File: config.mk
export PLATFORM = sky130hd
export DESIGN_NAME = sr_cmd_gen
export DESIGN_NICKNAME = d
export VERILOG_FILES = /design/src/rtl/sr_cmd_gen.sv
export SDC_FILE = /design/constraint.sdc
export NUM_CORES = 1
export LEC_CHECK = 0
export BUFFER_PORTS_ARGS = -buffer_cell sky130_fd_sc_hd__buf_4
export CORE_MARGIN = 2
export CORE_UTILIZATION = 30
export DETAILED_ROUTE_END_ITERATION = 10
export PLACE_DENSITY = 0.43
export SYNTH_ARGS = -nofsm -noshare
export SYNTH_HDL_FRONTEND = slang
export SYNTH_SLANG_ARGS = --single-unit
File: constraint.sdc
create_clock -name clk -period 1.75 [get_ports clk]
set_input_delay 0 -clock clk [delete_from_list [all_inputs] [get_ports clk]]
set_output_delay 0 -clock clk [all_outputs]
set_load 0.01 [all_outputs]
File: src/rtl/sr_cmd_gen.sv
// sr_cmd_gen: command generator that feeds the srff set/reset flip-flop.
//
// Each raw request level is put through a two-flop synchronizer and a
// debouncer. A debounced rising edge marks that request as pending. The
// FSM turns each pending request into exactly one single-cycle pulse on
// s or r, and it never drives both in the same cycle. Between
// back-to-back pulses it inserts GAP_CYCLES idle cycles. When both
// requests are pending it serves the CLR_PRIORITY side first.
//
// Handshake: there is no ready/valid. A request is a level. Its debounced
// 0->1 edge is latched as pending and is held until the pulse is issued.
// Further edges that arrive while a request is pending merge into it.
//
// Parameters:
//   DB_CYCLES    (>=1) stable synchronized cycles needed to accept a level
//   GAP_CYCLES   (>=0) idle cycles between consecutive pulses
//   CLR_PRIORITY 1: r wins a tie, 0: s wins a tie
// Ports:
//   clk, rst_n         clock; asynchronous active-low reset
//   set_in, clr_in     raw asynchronous request levels
//   s, r               registered one-cycle command pulses
//   busy               registered; high whenever the FSM is not IDLE
//   conflict           registered; pulses with s/r when both requests were pending
// Debug: the FSM state is held in state_q (type state_e).
module sr_cmd_gen #(
  parameter int DB_CYCLES    = 4,
  parameter int GAP_CYCLES   = 2,
  parameter bit CLR_PRIORITY = 1'b1
) (
  input  logic clk,
  input  logic rst_n,
  input  logic set_in,
  input  logic clr_in,
  output logic s,
  output logic r,
  output logic busy,
  output logic conflict
);

  localparam int DBW = $clog2(DB_CYCLES + 1);
  localparam int GW  = (GAP_CYCLES > 1) ? $clog2(GAP_CYCLES) : 1;
  localparam logic [DBW-1:0] DB_LAST  = DBW'(DB_CYCLES - 1);
  localparam logic [GW-1:0]  GAP_LAST = GW'(GAP_CYCLES - 1);

  typedef enum logic [1:0] {IDLE = 2'd0, ISSUE = 2'd1, GAP = 2'd2} state_e;

  // Channel index 0 is the set request and index 1 is the clear request.
  logic [1:0]          sync1_q, sync1_d, sync2_q, sync2_d;
  logic [1:0]          db_level_q, db_level_d;
  logic [1:0][DBW-1:0] db_cnt_q, db_cnt_d;
  logic [1:0]          rise;
  logic [1:0]          pend_q, pend_d, served;
  state_e              state_q, state_d;
  logic [GW-1:0]       gap_cnt_q, gap_cnt_d;
  logic                s_q, s_d, r_q, r_d, busy_q, busy_d, conf_q, conf_d;
  logic                issue, pick_clr;

  // Synchronizer and debounce. A level is accepted on the edge where the
  // mismatch count would reach DB_CYCLES. Any agreeing cycle resets the count.
  always_comb begin
    sync1_d    = {clr_in, set_in};
    sync2_d    = sync1_q;
    db_level_d = db_level_q;
    db_cnt_d   = '0;
    rise       = '0;
    for (int i = 0; i < 2; i++) begin
      if (sync2_q[i] != db_level_q[i]) begin
        if (db_cnt_q[i] == DB_LAST) begin
          db_level_d[i] = sync2_q[i];
          rise[i]       = sync2_q[i];
        end else begin
          db_cnt_d[i] = db_cnt_q[i] + 1'b1;
        end
      end
    end
  end

  // FSM next state and pulse selection.
  always_comb begin
    state_d   = state_q;
    gap_cnt_d = gap_cnt_q;
    issue     = 1'b0;
    case (state_q)
      IDLE: begin
        if (|pend_q) begin
          issue   = 1'b1;
          state_d = ISSUE;
        end
      end
      ISSUE: begin
        if (GAP_CYCLES > 0) begin
          state_d   = GAP;
          gap_cnt_d = '0;
        end else if (|pend_q) begin
          issue = 1'b1;
        end else begin
          state_d = IDLE;
        end
      end
      GAP: begin
        if (gap_cnt_q == GAP_LAST) begin
          if (|pend_q) begin
            issue   = 1'b1;
            state_d = ISSUE;
          end else begin
            state_d = IDLE;
          end
        end else begin
          gap_cnt_d = gap_cnt_q + 1'b1;
        end
      end
      default: state_d = IDLE;
    endcase

    // When both requests are pending the priority side is served. The
    // other side stays pending and is picked up after the gap.
    pick_clr = (&pend_q) ? CLR_PRIORITY : pend_q[1];
    s_d      = issue & ~pick_clr;
    r_d      = issue & pick_clr;
    conf_d   = issue & (&pend_q);
    served   = {r_d, s_d};
    pend_d   = (pend_q & ~served) | rise;
    busy_d   = (state_d != IDLE);
  end

  always_ff @(posedge clk or negedge rst_n) begin
    if (!rst_n) begin
      sync1_q    <= '0;
      sync2_q    <= '0;
      db_level_q <= '0;
      db_cnt_q   <= '0;
      pend_q     <= '0;
      state_q    <= IDLE;
      gap_cnt_q  <= '0;
      s_q        <= 1'b0;
      r_q        <= 1'b0;
      busy_q     <= 1'b0;
      conf_q     <= 1'b0;
    end else begin
      sync1_q    <= sync1_d;
      sync2_q    <= sync2_d;
      db_level_q <= db_level_d;
      db_cnt_q   <= db_cnt_d;
      pend_q     <= pend_d;
      state_q    <= state_d;
      gap_cnt_q  <= gap_cnt_d;
      s_q        <= s_d;
      r_q        <= r_d;
      busy_q     <= busy_d;
      conf_q     <= conf_d;
    end
  end

  assign s        = s_q;
  assign r        = r_q;
  assign busy     = busy_q;
  assign conflict = conf_q;

endmodule

# Word level (Yosys, flattened, before mapping)
# Cells that the tools add are included.
word_totals:
  word_cells: 54
  latch_bits: 0
  mem_bits_rw: 0
  rom_bits: 0
  inputBits: 4
  out_inout_bits: 4
  register_bits: 21
  n_memories: 0
op_classes:
  eq_ne: 6
  n_div: 0
  n_reduce_logical: 7
  mul: 0
  n_shift: 0
  bitwise: 7
  magnitude_cmp: 0
  addsub: 3
  muxes: 18
ops:
  columns: ["cell", "count"]
  rows:
  - ["2-to-1 mux 3 bit", 4]
  - ["2-to-1 mux 1 bit", 9]
  - ["adder 3 x 1 -> 3 bit, second input constant", 2]
  - ["equality test 3 x 2 -> 1 bit, second input constant", 2]
  - ["one-hot mux 2 bit (3 select lines)", 1]
  - ["AND reduction 2 bit", 3]
  - ["2-to-1 mux 2 bit", 2]
  - ["one-hot mux 1 bit (2 select lines)", 2]
  - ["nonzero test 2 bit", 2]
  - ["bitwise AND 1 bit", 3]
  - ["bitwise AND 2 bit", 1]
  - ["equality test 2 x 1 -> 1 bit, second input constant", 1]
  - ["equality test 2 bit, second input constant", 1]
  - ["zero test 2 bit", 1]
  - ["inequality test 1 bit", 2]
  - ["inverter 2 bit", 1]
  - ["bitwise OR 2 bit", 1]
  - ["OR reduction 2 bit", 1]
  - ["adder 1 bit, second input constant", 1]
  - ["inverter 1 bit", 1]

# Depth between registers and ports, before layout
depth:
  word_depth: 8
  ltp_mapped: 5
  mapped_depth_nobuf: 5

# Worst setup path after synthesis
# OpenSTA, ideal clock, no wires.
synth_path:
  path_kind: "register -> register"
  startpoint: "register state_q[0]"
  endpoint: "register busy_q (netlist: busy)"
  stages_incl_launch_ff: 6
  arrival_time_ns: 1.139
  n_path_buf: 0
  setup_time_ns: 0.131
  period_less_slack_ns: 1.269
  t_required_ns: 1.619
  path_slack_ns: 0.481
  cell_sequence: "dfrtp_1 inv_1 ha_1 nand2b_1 a211oi_2 o31ai_1"
synth_between:
  elab_chain_cells: 3
  word_cells_on_any_way: 7
  classes_between: "2 x eq/ne; 3 x mux; 2 x reduce/logical"
synth_lines:
  columns: ["element", "line", "source"]
  rows:
  - ["from (decl)", "53", "state_e state_q, state_d;"]
  - ["from (signal assigned)", "145", "state_q <= state_d;"]
  - ["equality test 2 bit (tied with other cells)", "83", "case (state_q)"]
  - ["one-hot mux 2 bit (3 select lines) *", "83", null]
  - ["nonzero test 2 bit *", "123", "busy_d = (state_d != IDLE);"]
  - ["net busy_d", "55", "logic s_q, s_d, r_q, r_d, busy_q, busy_d, conf_q, conf_d;"]
  - ["to (signal assigned)", "149", "busy_q <= busy_d;"]
  - ["to (decl)", "55", null]
# Mark *: on every way through the listed nets, which the timed path passes. The rest lies on a longest branch.
# A chain may end at the register's enable or synchronous reset.

# Worst setup path after layout
# Ends and elaborated chain as after synthesis.

==> results.py <==
metrics = {
    "logic_synthesis": {
        "ys_ff_latch": 21,
        "synth_area_leaders": "dfrtp_1, ha_1, nor3b_1",
        "netlist.area_leader.share_pct": 64.2,
        "avgSynthCellArea_um2": 13.6,
        "synth_edf_count": 0,
        "yosysTopAreaCell": "dfrtp_1",
        "synth_ff_type": "dfrtp_1",
        "ys_warn_count": 0,
        "seq_area_frac_synth_pct": 64.2,
        "synth_top_family_by_area": "simple AND/OR/NAND/NOR gates",
        "yosys.area_share.xor_xnor_pct": 2.14,
        "synth_fa_ha_area_share_pct": 7.65,
        "synth_compound_area_share_pct": 7.65,
        "yosysUniqueCellTypes": 22,
        "netlist_instances": 60,
        "synth_mux_area_share_pct": 2.75,
        "netlist_area_um2": 818,
        "ys_async_sr_fraction_pct": 100,
        "synthTopCellsByCount": "dfrtp_1, ha_1, nor3b_1",
        "synthSimpleGateAreaFrac_pct": 13.8,
        "synth_most_common_cell": "dfrtp_1",
        "synth_fp_nets": 69,
    },
    "clocking": {
        "cts_htree_levels": 1,
        "cts_root_buffer": "clkbuf_4",
        "cts_buffers": 3,
        "clk_latency_ps": 290,
        "cts_tree": "yes",
        "cts.sinks": 21,
        "clk_pin_slew_ps": 100,
        "clockBufferDepth": 2,
        "cts_resized": 0,
    },
    "power_and_ir_drop": {
        "power_frac_comb_pct": 30.7,
        "p_int_w": 0.000883,
        "p_per_area_nw_per_um2": 1320,
        "clock_power_share_pct": 17.2,
        "vdd.ir_drop.worst_mv": 0.448,
        "pwr-share-seq_pct": 52.2,
        "p_sw_w": 0.000392,
        "p_leak_nw": 0.467,
        "switching_share_pct": 30.8,
    },
    "layout": {
        "nets": 84,
        "n_fill_cell": 262,
        "drive_above_1_share_pct": 20.3,
        "area_growth_pct": 17.9,
        "multiInputGateArea_um2": 278,
        "fin_area_um2": 965,
        "final_cell_count_no_fill": 104,
        "n_antenna_cell": 0,
        "utilization_pct": 38.2,
        "seqCellArea_um2": 526,
    },
    "critical_path": {
        "cp_slowest_cell": "dfrtp_1",
        "startpoint_type": "flip-flop",
        "cp.arrival_ps": 1540,
        "cp-end-kind": "flip-flop",
        "worst-path-max-fanout": 5,
        "cp_top_family": "flip-flops",
        "crit_path_cell_trace": "inv_1 > ha_1 > nand2b_1 > a211oi_2 > o31ai_1",
        "cp_slowest_stage_delay_ps": 430,
        "regToRegSetupSlack_ps": 390,
        "worst-setup-path-type": "reg -> reg",
        "path_buf_inv": 1,
        "cp.required_ps": 1930,
    },
    "die": {
        "die_h_um": 56.2,
        "initial_core_util_pct": 32.4,
        "die_width_um": 56.2,
        "ios": 8,
        "die_area_um2": 3160,
        "rows": 18,
        "core_area_um2": 2520,
    },
    "timing": {
        "slew_headroom_pct": 80.2,
        "finalHoldViolCount": 0,
        "final_max_slew_viol_count": 0,
        "finalSetupViolations": 0,
        "period_minus_slack_ps": 1360,
        "worst_slew_pin_slew_ps": 295,
        "min_period_over_period_pct": 77.9,
        "fmax_ghz": 0.733,
        "finClkSkew_ps": 2.38,
        "setup_tns_ps": 0,
        "rsz0062_at_grt": "false",
    },
    "place": {
        "hpwl_um": 756,
        "numPortBuffers": 7,
        "placed_area_um2": 908,
        "dp.cells": 97,
        "gp_congestion": 0.646,
    },
    "grt": {
        "grt_busiest_layer": "met2",
        "grt.total_usage_pct": 8.06,
        "met2_usage_pct": 11.4,
        "grt_max_degree": 22,
        "grt_pass1_vias": 454,
        "met1_usage_pct": 9.78,
        "antenna_found_initial": 0,
        "met3_usage_pct": 5.12,
        "grt.overflow.total": 0,
        "grt_pass1_wl_mm": 1.90,
    },
    "detailed_routing": {
        "drt-initial-drc-count": 3,
        "vias": 452,
        "drc": 0,
        "firstDrtPassIters": 2,
        "ant_nets": 0,
        "viasPerCell": 4.35,
        "wl_per_cell_um": 10.4,
        "wl_mm": 1.08,
    },
    "job": {
        "cap_violations": 0,
    },
    "worst_hold_path": {
        "hold_path.class": "in -> async",
    },
    "outcome": {
        "status": "finished, final reports clean",
    },
}
-- through the flow --
| step | hold WS [ps] | power, W | setup slack, ps |
|---|---|---|---|
| 3_5_place_dp | -99.1 | 0.00107 | 394 |
| 4_1_cts | 102 | 0.00131 | 372 |
| 6_report | 112 | 0.00128 | 386 |
| 5_1_grt | 97.1 | 0.00140 | 257 |
| 3_3_place_gp | -101 | 0.00106 | 424 |
| 2_1_floorplan | -296 | 0.000967 | 481 |
-- sequential cells by signal, indices dropped and copies added (netlist names), 2 cells and up --
| name | count |
|---|---|
| sync1_q | 2 |
| pend_q | 2 |
| state_q | 2 |
| db_cnt_q | 6 |
| sync2_q | 2 |
| db_level_q | 2 |
-- worst reg2reg max path: cells and delay by family, from the launching register on --
| family | cells | cell delay [ps] |
|---|---|---|
| flip-flops | 1 | 430 |
| AO/OA/AOI/OAI | 2 | 350 |
| adder cells (fa/ha/maj) | 1 | 230 |
| AND/OR/NAND/NOR | 1 | 160 |
| buffers and inverters | 1 | 90 |
-- layout by cell type, fill, tap and decap left out --
cell | Yosys | routed
a211oi_2 | 1 | 1
a21oi_1 | 1 | 1
a21oi_2 | 1 | 1
a2bb2oi_1 | 1 | 1
a32o_1 | 1 | 1
and2_1 | 1 | 1
and2b_1 | 1 | 1
buf_4 | 0 | 7
clkbuf_1 | 0 | 1
clkbuf_4 | 0 | 3
dfrtp_1 | 21 | 21
dlygate4sd3_1 | 0 | 3
ha_1 | 5 | 5
inv_1 | 4 | 4
mux2_2 | 2 | 2
nand2_1 | 3 | 3
nand2b_1 | 1 | 1
nand3b_1 | 1 | 1
nor2b_1 | 1 | 1
nor2b_2 | 1 | 1
nor3_1 | 3 | 3
nor3b_1 | 5 | 5
o21ai_0 | 2 | 2
o31ai_1 | 1 | 1
or2_1 | 1 | 1
xnor2_1 | 2 | 2
-- what timing repair did --
action	CTS	global route
hold endpoints to repair	23	0
hold buffers	3	0
setup buffers	0	0
-- power groups by stage --
stage / Combinational, W / Sequential, W / Clock (W)
floorplan: 0.000297 / 0.000670 / 0
global placement: 0.000389 / 0.000675 / 0
detailed placement: 0.000393 / 0.000677 / 0
CTS: 0.000398 / 0.000667 / 0.000242
global route: 0.000448 / 0.000683 / 0.000268
finish: 0.000391 / 0.000666 / 0.000219
-- cells by family (layout without fill, tap and decap cells) --
logic type / count (synthesis) / in the layout
AND/OR/NAND/NOR: 18 / 18
multiplexers: 2 / 2
flip-flops: 21 / 21
buffers and inverters: 4 / 18
XOR/XNOR: 2 / 2
adder cells (fa/ha/maj): 5 / 5
AO/OA/AOI/OAI: 8 / 8
-- worst paths after layout --
| kind | startpoint | endpoint | cells after the start |
|---|---|---|---|
| worst min register to register | sync1_q[0] | sync2_q[0] | 0 |
| max in group asynchronous | rst_n | busy | 2 |
| worst max register to register | state_q[0] | busy | 5 |
| min in group clk | set_in | sync1_q[0] | 2 |
| worst max-delay path | state_q[0] | busy | 5 |
| worst min-delay path | rst_n | db_cnt_q[5] | 2 |
-- cell type report --
class / count / share of cell area (%)
Multi-Input combinational cell: 35 / 28.8
Sequential cell: 21 / 54.5
Tap cell: 30 / 3.89
Inverter: 4 / 1.56
Timing Repair Buffer: 10 / 8.56
Clock buffer: 4 / 2.72
-- per-layer routing --
layer  vias to the layer above  wire length [um]
met5                         -                 0
met4                         0                14
met3                         2                64
met2                        10               447
met1                       207               551
li1                        233                 -
(Power assumes the default switching activity.)
